`src/rtl/csub_seq_if.sv`:
```
// csub_seq_if: request/result bundle for the sequential carry-select subtractor
interface csub_seq_if #(
    parameter int W = 32
);
    logic         start;
    logic [W-1:0] x;
    logic [W-1:0] y;
    logic         bin;
    logic         busy;
    logic         done;
    logic [W-1:0] d;
    logic         bout;
    logic         ovf;

    modport master (output start, x, y, bin, input busy, done, d, bout, ovf);
    modport slave  (input start, x, y, bin, output busy, done, d, bout, ovf);
endinterface

```
`src/rtl/csub_seq.sv`:
```
// csub_seq: multi-cycle carry-select subtractor, CHUNK bits of x - y - bin per clock
module csub_seq #(
    parameter int W     = 32,
    parameter int CHUNK = 8
) (
    input logic       clk,
    input logic       rst,
    csub_seq_if.slave bus
);
    localparam int N  = W / CHUNK;
    localparam int CW = N > 1 ? $clog2(N) : 1;
    localparam logic [1:0] IDLE = 2'd0;
    localparam logic [1:0] RUN  = 2'd1;
    localparam logic [1:0] DONE = 2'd2;

    logic [1:0]       state;
    logic [CW-1:0]    cnt;
    logic             brw;
    logic [W-1:0]     xr;
    logic [W-1:0]     yr;
    logic [W-1:0]     dr;
    logic             bout_r;
    logic             ovf_r;
    logic [CHUNK-1:0] xc;
    logic [CHUNK-1:0] yc;
    logic [CHUNK:0]   cand0;
    logic [CHUNK:0]   cand1;
    logic [CHUNK:0]   sel;
    logic             last;
    logic             accept;

    // both borrow-in candidates for the current chunk, picked by the registered borrow
    always_comb begin
        xc     = xr[cnt*CHUNK +: CHUNK];
        yc     = yr[cnt*CHUNK +: CHUNK];
        cand1  = {1'b0, xc} + {1'b0, ~yc};
        cand0  = cand1 + (CHUNK+1)'(1);
        sel    = brw ? cand1 : cand0;
        last   = cnt == CW'(N - 1);
        accept = (state != RUN) && bus.start;
    end

    // operand capture, chunk sequencing and result registers
    always_ff @(posedge clk or posedge rst) begin
        if (rst) begin
            state  <= IDLE;
            cnt    <= '0;
            brw    <= 1'b0;
            xr     <= '0;
            yr     <= '0;
            dr     <= '0;
            bout_r <= 1'b0;
            ovf_r  <= 1'b0;
        end else if (accept) begin
            state  <= RUN;
            cnt    <= '0;
            brw    <= bus.bin;
            xr     <= bus.x;
            yr     <= bus.y;
            dr     <= '0;
            bout_r <= 1'b0;
            ovf_r  <= 1'b0;
        end else if (state == RUN) begin
            dr[cnt*CHUNK +: CHUNK] <= sel[CHUNK-1:0];
            brw <= ~sel[CHUNK];
            cnt <= cnt + CW'(1);
            if (last) begin
                state  <= DONE;
                bout_r <= ~sel[CHUNK];
                ovf_r  <= (xr[W-1] != yr[W-1]) && (sel[CHUNK-1] != xr[W-1]);
            end
        end else begin
            state <= IDLE;
        end
    end

    assign bus.busy = state == RUN;
    assign bus.done = state == DONE;
    assign bus.d    = dr;
    assign bus.bout = bout_r;
    assign bus.ovf  = ovf_r;
endmodule

```
`src/flat_wrapper.sv`:
```
// flat-port wrapper written by rule: the top's interface ports become plain ports
module csub_seq_flat 
#(
    parameter int W     = 32,
    parameter int CHUNK = 8
)
  (clk, rst, bus_start, bus_x, bus_y, bus_bin, bus_busy, bus_done, bus_d, bus_bout, bus_ovf);
  csub_seq_if #(.W(W)) bus_i ();
  input logic clk;
  input logic rst;
  input wire logic [$bits(bus_i.start)-1:0] bus_start;
  input wire logic [$bits(bus_i.x)-1:0] bus_x;
  input wire logic [$bits(bus_i.y)-1:0] bus_y;
  input wire logic [$bits(bus_i.bin)-1:0] bus_bin;
  output wire logic [$bits(bus_i.busy)-1:0] bus_busy;
  output wire logic [$bits(bus_i.done)-1:0] bus_done;
  output wire logic [$bits(bus_i.d)-1:0] bus_d;
  output wire logic [$bits(bus_i.bout)-1:0] bus_bout;
  output wire logic [$bits(bus_i.ovf)-1:0] bus_ovf;
  assign bus_i.start = bus_start;
  assign bus_i.x = bus_x;
  assign bus_i.y = bus_y;
  assign bus_i.bin = bus_bin;
  assign bus_busy = bus_i.busy;
  assign bus_done = bus_i.done;
  assign bus_d = bus_i.d;
  assign bus_bout = bus_i.bout;
  assign bus_ovf = bus_i.ovf;
  csub_seq #(.W(W), .CHUNK(CHUNK)) u_core (.clk(clk), .rst(rst), .bus(bus_i));
endmodule
```
`config.mk`:
```
export PLATFORM = sky130hd
export DESIGN_NAME = csub_seq_flat
export DESIGN_NICKNAME = d
export VERILOG_FILES = /design/src/rtl/csub_seq_if.sv /design/src/rtl/csub_seq.sv /design/src/flat_wrapper.sv
export SDC_FILE = /design/constraint.sdc
export NUM_CORES = 1
export LEC_CHECK = 0
export ABC_AREA = 1
export CORE_MARGIN = 3
export CORE_UTILIZATION = 35
export CTS_CLUSTER_SIZE = 40
export DETAILED_ROUTE_END_ITERATION = 7
export SYNTH_ARGS = -nofsm -noshare
export SYNTH_HDL_FRONTEND = slang
export SYNTH_SLANG_ARGS = --single-unit
```
`constraint.sdc`:
```
create_clock -name clk -period 3.3 [get_ports clk]
set_input_delay 0.66 -clock clk [delete_from_list [all_inputs] [get_ports clk]]
set_output_delay 0.66 -clock clk [all_outputs]
set_load 0.02 [all_outputs]
```
==> summary.md <==
| Metric | Value |
|---|---|
| Seq/Total Area, Yosys | `0.505` |
| CP Launch Type | `flip-flop` |
| RSZ-0062 raised after global routing | `no` |
| Io pins | `about 100` |
| Antenna violations before repair | `0` |
| Inserted Clock Buffers | `9` |
| EDFF count, synth | `0` |
| Period utilisation layout | `0.910` |
| Vias | `~4,500` |
| Synth warn | `0` |
| Root Buffer Master | `clkbuf_16` |
| Relative slew slack | `0.475` |
| Synth area leader | `dfrtp_1` |
| Post-Route Skew | `between 0.01 and 0.015 ns` |
| Largest net degree at the start of global routing | `58` |
| Hpwl dp | `between 10 and 15 mm` |
| Clk sinks | `103` |
| Synth area leaders | `dfrtp_1 (51%), nand2_1 (21%), o21ai_0 (4.6%)` |
| DRT antenna net count | `0` |
| # diodes | `0` |
| CP endpoint kind | `flip-flop` |
| Row cnt | `43` |
| Die Footprint | `between 0.015 and 0.02 sq mm` |
| R2r setup slk | `0.30 ns` |
| Worst Path Required | `between 3 and 4 ns` |
| Initial Util | `0.362` |
| Worst slew pin tran | `just under 0.8 ns` |
| Fill count | `1,437` |
| CTS Buffer Depth | `2` |
| Congestion Overflow GR | `0` |
| Synth cell count leaders | `nand2_1 (280), dfrtp_1 (103), o21ai_0 (47)` |
| Status | `finished, final reports clean` |
| F_max | `333 MHz` |
| Post-layout min period | `3.00 ns` |
| Setup TNS | `0 ns` |
| Area Overhead vs Synth | `30.5%` |
| CP arrival | `between 3 and 4 ns` |
| Max Cap Violations | `0` |
| Nets@finish | `roughly 840` |
| Mapped Avg Cell Area | `between 7 and 8 sq um` |
| Port Buffer Count | `between 100 and 150` |
| H-tree levels | `3` |
| Library cells used by synthesis | `29` |
| CTS tree | `done` |
| Synth Cell Area | `~0.0051 sq mm` |
| Die Y | `between 100 and 150 um` |
| Clk Latency, worst-skew pair | `between 0.3 and 0.4 ns` |
| Via-to-Cell Ratio | `roughly 4.8` |
| Residual DRC | `0` |
| Vias in the first global route | `4,651` |
| GPL Wtd Cong | `about 0.84` |
| Total wire length | `between 10 and 15 mm` |
| GRT Total Usage | `0.169` |
| Core Area | `0.0141 sq mm` |
| Post-synthesis cell count | `about 660` |
| Worst hold-check path type | `flip-flop to flip-flop` |
| Ys async rst share | `1.00` |
| Post-Syn Nets | `between 700 and 800` |
| CP max FO | `35` |
| Count leader, synth | `nand2_1` |
| Yosys reg bits | `103` |
| Critical setup path kind | `flip-flop to flip-flop` |
| Share of cells above drive strength 1 | `0.0738` |
| Iteration-0 DRC Markers | `approximately 230` |
| Worst-path clk slew | `approximately 0.070 ns` |
| First-pass GRT wire length | `22.3 mm` |
| Pre-antenna DRT Iters | `4` |
| Die width | `approximately 130 um` |
| Setup violations, final | `0` |
| Post-synth top area share | `0.505` |
| Avg WL per Cell | `about 14 um` |
| Slew Viols, Final | `0` |
| Primary flip-flop cell chosen by synthesis mapping | `dfrtp_1` |
| Final count of hold timing violations | `0` |
## through the flow
step,cells,hold slack [ns],area [sq um],utilization,worst slack [ns]
2_1_floorplan,656,0.437,5110,-,0.316
3_3_place_gp,924,0.452,6360,0.451,0.431
3_5_place_dp,924,0.454,6360,0.451,0.278
4_1_cts,939,0.471,6650,0.472,0.261
5_1_grt,939,0.496,6660,0.472,0.00732
6_report,939,0.467,6660,0.472,0.298
## per-layer routing
metal / vias to the layer above / global-route usage / share of wire
met5: - / 0 / 0
met4: 0 / 0.0574 / 0.014
li1: 2269 / - / -
met2: 99 / 0.281 / 0.48
met3: 12 / 0.0227 / 0.035
met1: 2103 / 0.228 / 0.47
## flip-flops by register name (all words and copies together), names as in the netlist
signal           flops
u_core.brw           1
u_core.yr           32
u_core.xr           32
u_core.state         2
u_core.bus.bout      1
u_core.bus.d        32
u_core.bus.ovf       1
u_core.cnt           2
## cell type report
type,count,area [sq um],share of cell area
Clock inverter,5,57.6,0.00864
Clock buffer,10,239,0.0359
Timing Repair Buffer,115,1140,0.171
Tap cell,180,225,0.0338
Multi-Input combinational cell,478,2240,0.336
Sequential cell,103,2580,0.387
Inverter,48,184,0.0276
## final timing paths
kind	cells past startpoint	start	endpoint
setup reg to reg	18	u_core.cnt[0]$_DFFE_PP0P_	u_core.bus.d[14]$_DFFE_PP0P_
hold reg to reg	2	u_core.xr[13]$_DFFE_PP0P_	u_core.xr[13]$_DFFE_PP0P_
setup / recovery	18	u_core.cnt[0]$_DFFE_PP0P_	u_core.bus.d[14]$_DFFE_PP0P_
max in group asynchronous	3	rst	u_core.xr[9]$_DFFE_PP0P_
min in group asynchronous	2	rst	u_core.yr[25]$_DFFE_PP0P_
hold / removal	2	u_core.xr[13]$_DFFE_PP0P_	u_core.xr[13]$_DFFE_PP0P_
## cells by family (layout without fill, tap and decap cells)
kind of cell / Yosys count / after routing / synth area share
fa+ha+maj: 14 / 14 / 0.0358
flops: 103 / 103 / 0.505
compound gates: 89 / 89 / 0.0986
xor+xnor: 1 / 1 / 0.00172
buf+inv: 75 / 178 / 0.0564
simple gates: 374 / 374 / 0.302
## cells in the final DEF (no fill, tap or decap), types with 2 or more instances in the layout
cell | Yosys | layout
clkbuf_16 | 0 | 9
buf_4 | 0 | 10
nor2_2 | 3 | 3
inv_1 | 40 | 39
a32oi_1 | 2 | 2
o21ai_1 | 7 | 7
clkinv_2 | 0 | 2
nand4_1 | 4 | 4
clkdlybuf4s50_1 | 0 | 103
o22ai_1 | 8 | 8
o21ai_0 | 47 | 47
nand2_1 | 280 | 280
a21oi_1 | 15 | 15
dfrtp_1 | 103 | 103
a32o_1 | 4 | 4
ha_1 | 13 | 13
nand3_2 | 3 | 3
a22o_1 | 5 | 5
nand3_1 | 24 | 24
nor2_4 | 4 | 4
nand2_2 | 7 | 7
nor2_1 | 45 | 45
inv_2 | 8 | 8
## worst max-delay path, cell delays in order, from the launching register on
cell and delay [ns]:
dfrtp_1 0.40, buf_6 0.19, o21ai_0 0.21, nor2_1 0.06, a21oi_1 0.13, ha_1 0.21
inv_1 0.06, fa_1 0.45, inv_1 0.09, ha_1 0.18, nand4_1 0.15, nor2_1 0.18
nand2_2 0.08, nor2_2 0.12, nand2_1 0.06, nand2_1 0.09, nor2_2 0.06, nand3_1 0.09
nand2_1 0.06
## what timing repair did
action                                  4_1_cts  5_1_grt
gates resized for setup                       0        1
endpoints found under the setup margin        0        5
setup buffers                                 0        0
hold endpoints to repair                      0        0
hold buffers                                  0        0
Power is not shown: default switching activity piles up to over one toggle a cycle in this logic, so the estimate is an artifact.
